===== src/rtl/instruction_fetch.sv =====
// Instruction fetch unit: holds the PC, requests 64-bit lines from a fixed-latency
// instruction memory, buffers one line and hands 16-bit instructions to decode.
module instruction_fetch #(
    parameter int unsigned LATENCY  = 5,
    parameter logic [15:0] RESET_PC = 16'h0000
) (
    input  logic        clk,
    input  logic        rst_n,
    output logic [15:0] mem_addr,
    input  logic [63:0] mem_ins,
    output logic [15:0] if_ins,
    output logic [15:0] if_pc,
    output logic        if_valid,
    input  logic        id_stall,
    input  logic        br_taken,
    input  logic [15:0] br_target,
    output logic [15:0] fill_count,
    output logic        dbg_state
);

    localparam int unsigned     CNT_W    = (LATENCY < 1) ? 1 : $clog2(LATENCY + 1);
    localparam logic [CNT_W-1:0] CNT_LAST = CNT_W'(LATENCY);
    localparam logic [15:0]     PC_RST   = RESET_PC & 16'hFFFE;
    // Reset address deliberately points at a different line than the first
    // request so the memory always sees an address change and restarts.
    localparam logic [15:0]     ADDR_RST = {RESET_PC[15:3] ^ 13'h1, 3'b000};

    typedef enum logic {
        S_HIT  = 1'b0,
        S_WAIT = 1'b1
    } state_t;

    state_t           state;
    state_t           state_d;
    logic [15:1]      pc_q;
    logic [15:1]      pc_d;
    logic [15:3]      addr_q;
    logic [15:3]      addr_d;
    logic [CNT_W-1:0] cnt;
    logic [CNT_W-1:0] cnt_d;
    logic [63:0]      line_buf;
    logic [15:3]      buf_tag;
    logic             buf_valid;
    logic             capture;
    logic             hit;
    logic [15:3]      tgt_line;
    logic             unused_bits;

    assign tgt_line    = br_target[15:3];
    assign unused_bits = br_target[0];
    assign capture     = (state == S_WAIT) && (cnt == CNT_LAST);

    // Handshake: an instruction is transferred to decode on every cycle with
    // if_valid=1 and id_stall=0; with id_stall=1 if_ins/if_pc hold steady.
    // br_taken overrides both and the PC jumps to br_target.
    always_ff @(posedge clk) begin
        if (!rst_n) begin
            state <= S_HIT;
        end else begin
            state <= state_d;
        end
    end

    always_comb begin
        state_d = state;
        case (state)
            S_HIT:   if (!br_taken && !hit) state_d = S_WAIT;
            S_WAIT:  if (capture) state_d = S_HIT;
            default: state_d = S_HIT;
        endcase
    end

    always_comb begin
        hit       = (state == S_HIT) && buf_valid && (buf_tag == pc_q[15:3]);
        if_valid  = hit;
        if_pc     = {pc_q, 1'b0};
        if_ins    = line_buf[{pc_q[2:1], 4'b0000} +: 16];
        mem_addr  = {addr_q, 3'b000};
        dbg_state = state;
    end

    always_comb begin
        pc_d   = pc_q;
        addr_d = addr_q;
        cnt_d  = cnt;
        case (state)
            S_HIT: begin
                if (br_taken) begin
                    pc_d = br_target[15:1];
                end else if (hit) begin
                    if (!id_stall) pc_d = pc_q + 15'd1;
                end else begin
                    addr_d = pc_q[15:3];
                    cnt_d  = '0;
                end
            end
            S_WAIT: begin
                if (br_taken) pc_d = br_target[15:1];
                if (capture) begin
                    cnt_d = '0;
                end else if (br_taken && (tgt_line != addr_q)) begin
                    // Abandon the in-flight line; the memory restarts on the new address.
                    addr_d = tgt_line;
                    cnt_d  = '0;
                end else begin
                    cnt_d = cnt + CNT_W'(1);
                end
            end
            default: ;
        endcase
    end

    always_ff @(posedge clk) begin
        if (!rst_n) begin
            pc_q       <= PC_RST[15:1];
            addr_q     <= ADDR_RST[15:3];
            cnt        <= '0;
            line_buf   <= '0;
            buf_tag    <= '0;
            buf_valid  <= 1'b0;
            fill_count <= '0;
        end else begin
            pc_q   <= pc_d;
            addr_q <= addr_d;
            cnt    <= cnt_d;
            if (capture) begin
                line_buf  <= mem_ins;
                buf_tag   <= addr_q;
                buf_valid <= 1'b1;
                if (fill_count != 16'hFFFF) fill_count <= fill_count + 16'd1;
            end
        end
    end

endmodule


===== config.mk =====
export PLATFORM = sky130hd
export DESIGN_NAME = instruction_fetch
export DESIGN_NICKNAME = d
export VERILOG_FILES = /design/src/rtl/instruction_fetch.sv
export SDC_FILE = /design/constraint.sdc
export NUM_CORES = 1
export LEC_CHECK = 0
export CORE_AREA = 2 2 112 114
export CTS_CLUSTER_SIZE = 10
export DETAILED_ROUTE_END_ITERATION = 8
export DIE_AREA = 0 0 114 116
export PLACE_DENSITY = 0.8
export SYNTH_ARGS = -nofsm -noshare
export SYNTH_HDL_FRONTEND = slang
export SYNTH_SLANG_ARGS = --single-unit

===== constraint.sdc =====
create_clock -name clk -period 5.6 [get_ports clk]
set_clock_uncertainty 0.2 [all_clocks]
set_input_delay 1.12 -clock clk [delete_from_list [all_inputs] [get_ports clk]]
set_output_delay 1.12 -clock clk [all_outputs]
set_load 0.02 [all_outputs]

# Word-level counts from Yosys, hierarchy flattened
# Index checks and enable logic that the tools add are counted.
# totals
reg_bits,126
input_bits,84
out_inout_bits,66
elab_cells,53
# op_classes
n_addsub,3
n_eq_ne,11
shift,1
mux,18
bitwise_logic,1
reduce_logical,11
# ops
op,n
variable part select 64 x 7 -> 16 bit,1
two-way mux 15 bit,4
two-way mux 13 bit,4
case mux 15 bit (2 select lines),1
case mux 13 bit (2 select lines),1
adder 16 x 1 -> 16 bit (second input constant),1
inequality test 16 bit (second input constant),1
adder 15 x 1 -> 15 bit (second input constant),1
== test 13 bit,1
inequality test 13 bit,1
two-way mux 3 bit,4
inequality test 2 bit (second input constant),4
inequality test 3 bit (second input constant),2
case mux 3 bit (2 select lines),1
logical AND 1 bit,5
AND reduction 2 bit,2
AND reduction 4 bit,1
adder 3 x 1 -> 3 bit (second input constant),1
== test 3 bit (second input constant),1
AND reduction 3 bit,1
zero test 1 bit,2
two-way mux 1 bit,2
inequality test 2 x 1 -> 1 bit (second input constant),1
case mux 1 bit (2 select lines),1
NOT 1 bit,1

# Logic depth before layout (Yosys ltp)
# logic_depth
word_depth,7
depth_mapped,8
depth_no_buf,7

# Worst setup path before layout
# No wires, ideal clock.
# synth_timing
kind,flip-flop to output port
start,register pc_q[1] in the netlist's numbering
end,output if_ins[0]
arrival_ps,1893
required_time_ps,4280
slack_ps,2387
path_stages_with_launch,4
path_buffers,2
path_cell_list,dfxtp_1 buf_2 clkbuf_1 mux4_2
# synth_between
elab_chain_len,1
# synth_rtl
item,line,source
"start, declared",35,logic [15:1] pc_q;
"start signal, assigned",115,pc_q <= PC_RST[15:1];
"start signal, assigned",123,pc_q <= pc_d;
variable part select 64 x 7 -> 16 bit,77,"if_ins = line_buf[{pc_q[2:1], 4'b0000} +: 16];"
"end, declared",11,"output logic [15:0] if_ins,"
# Every way passes these cells.

# Worst setup path after layout
# layout_timing
start,register pc_q[4] in the netlist's numbering
end,output if_valid
# layout_between
elab_chain_len,2
# layout_rtl
item,line,source
== test 13 bit,74,hit = (state == S_HIT) && buf_valid && (buf_tag == pc_q[15:3]);
logical AND 1 bit,74,
"end, declared",13,"output logic if_valid,"
# Every way passes these cells.

==> flow_metrics.tcl <==
set metrics [dict create \
    drtAntennaViolNets 0 \
    wirelength_um 17500 \
    layout_common_cells "nand2_1, clkdlybuf4s50_1, dfxtp_1" \
    io_buffers 144 \
    cts_sinks 126 \
    track_usage_pct 26.5 \
    die_w_um 114 \
    clkLatencyLatePin_ps 410 \
    synth_flop_cell "dfxtp_1" \
    worst_slew_pin_slew_ps 1180 \
    synth_edf_count 0 \
    fill_cells 975 \
    numCtsBuffers 17 \
    num_vias 5620 \
    status "complete, no violations" \
    hold_class "register to register" \
    drv_cap 0 \
    grt_pass1_vias 5548 \
    firstDrtPassIters 8 \
    clockRootBuffer "clkbuf_16" \
    grt_pass1_wl_um 27400 \
    slew_viol_final 0 \
    seq_power_share_pct 40.4 \
    power.switching_uw 534 \
    syn2layout_area_growth_pct 35.2 \
    grt_max_degree 78 \
    num_io_pins 150 \
    critical_path_class "register to primary output" \
    cts_hold_buffers 0 \
    final_common_cell "nand2_1" \
    clk_pin_slew_ps 50 \
    gp_congestion 0.863 \
    rsz0062_at_grt "no" \
    yosysWarningCount 0 \
    nets 907 \
    ys_types 56 \
    critical_path.max_fanout 7 \
    antenna_found_initial 0 \
    clk_path_buf_depth 2 \
    dieArea_mm2 0.0132 \
    clock.fmax_ghz 0.258 \
    start_kind "register" \
    p_clk_share_pct 49.2 \
    synth_area_mm2 0.00587 \
    arrival_ps 2560 \
    fin_setup_tns_ps 0 \
    period_share_pct 69.3 \
    p_sw_share_pct 22.8 \
    drive_above_1_share_pct 7.45 \
    die_h_um 116 \
    combPwrFrac_pct 10.4 \
    finalPower_uw 2340 \
    final-hold-violation-count 0 \
    synthCells 704 \
    wire_per_inst_um 17.9 \
    post_cts_buffers 0 \
    viasPerCell 5.74 \
    avgSynthCellArea_um2 8.33 \
    ctsResizeCount 0 \
    setup_viol 0 \
    p_leak_uw 0.00276 \
    grt-ovfl-total 0 \
    drt-initial-drc-count 621 \
    cts_tree "built" \
    min_period_ps 3880 \
    powerDensity_mw_per_mm2 295 \
    vdd_drop_max_mv 0.221 \
    fp.coreArea_mm2 0.0119 \
    ys_ff_latch 126 \
    drc_errors 0 \
    start_util_pct 49.3 \
    power.internal_uw 1810 \
    worstPathRequired_ps 4280 \
    r2r_setup_slack_ps 2640 \
    rows 40 \
    ys_seq_area_share_pct 43.0 \
    post-dp-hpwl_um 11700 \
    n_antenna_cell 0 \
    crit_path_end_kind "primary output" \
    synth-async-reset-ratio_pct 0 \
    relSlewSlack_pct 21.6 \
    h-tree-depth 4 \
]
-- cells by family after synthesis --
family | Yosys count | synth area share (%)
simple gates | 279 | 20.6
compound gates | 161 | 16.6
flops | 126 | 43.0
buf+inv | 66 | 4.80
xor+xnor | 36 | 5.37
mux | 31 | 8.72
fa+ha+maj | 4 | 0.853
other cells | 1 | 0.0639
-- final timing paths --
kind	start	to	cells after the start
worst max-delay path	pc_q[4]	if_valid	5
worst min register to register	line_buf[38]	line_buf[38]	2
worst min-delay path	line_buf[38]	line_buf[38]	2
worst max register to register	pc_q[2]	pc_q[12]	5
-- synth_stat cells (2+ instances only) --
cell type	number	area, µm²
or2_2	2	12.5
xnor2_1	10	87.6
o32ai_1	2	17.5
mux4_2	16	360
buf_2	7	35.0
buf_1	4	15.0
o21ai_0	13	65.1
nand3_1	17	85.1
nor2_1	29	109
o211ai_1	2	15.0
nand2_1	184	691
nor3_1	5	25.0
o31a_1	2	17.5
clkbuf_1	39	146
or3_1	4	25.0
dfxtp_1	126	2520
and3_1	7	43.8
o31ai_1	7	52.6
a221oi_1	2	17.5
nand2b_1	4	25.0
ha_1	4	50.1
a311oi_1	13	114
clkbuf_2	2	10.0
nand4_1	11	68.8
buf_4	4	30.0
a21oi_1	104	521
and4_1	3	26.3
nor4_1	4	25.0
and2_1	3	18.8
a21boi_0	2	15.0
a31oi_1	2	12.5
mux2i_1	14	140
inv_1	8	30.0
xor2_1	26	228
-- layer usage --
| layer | up-vias | part of all wire [%] | global-route usage [%] |
|---|---|---|---|
| li1 | 2689 | - | - |
| met1 | 2672 | 42 | 33.6 |
| met2 | 231 | 49 | 43.8 |
| met3 | 28 | 6.8 | 6.96 |
| met4 | 0 | 2.0 | 9.76 |
| met5 | - | 0 | 0 |
-- sequential cells by signal, indices dropped and copies added, names as in the netlist --
signal and count:
line_buf 64, fill_count 16, pc_q 15, addr_q 13, buf_tag 13, cnt 3, buf_valid 1, dbg_state 1
-- final cells by class --
type	instances	area (µm²)	area share [%]
clock inverter	5	100	1.26
clock buffer	27	523	6.59
tap	147	184	2.32
multi-input combinational	515	3080	38.8
sequential	126	2520	31.8
timing repair buffer	150	1490	18.7
inverter	9	35.0	0.442
-- power by group through the flow --
| stage | Sequential, µW | Clock, µW | Combinational [µW] |
|---|---|---|---|
| finish | 947 | 1150 | 243 |
| global route | 949 | 1210 | 259 |
| CTS | 946 | 1160 | 241 |
| detailed placement | 965 | 0 | 239 |
| global placement | 964 | 0 | 235 |
| floorplan | 969 | 0 | 113 |
-- critical path: stages (launching register included) --
cell and delay [ps]:
dfxtp_1 520, xor2_1 140, nor4_2 390, nand4_2 220, nor2_1 230, clkdlybuf4s50_1 640
-- metrics by stage --
| step | hold slack [ps] | worst slack, ps | area [µm²] | std cells | utilization [%] |
|---|---|---|---|---|---|
| after floorplan | 232 | 2390 | 5880 | 707 | - |
| after global placement | 239 | 1900 | 7310 | 947 | 61.4 |
| after detailed placement | 245 | 1790 | 7310 | 947 | 61.4 |
| after CTS | 254 | 1720 | 7930 | 979 | 66.6 |
| after global routing | 277 | 1620 | 7930 | 979 | 66.6 |
| final | 253 | 1720 | 7930 | 979 | 66.6 |
No activity file was read; power rests on OpenSTA's default activity.
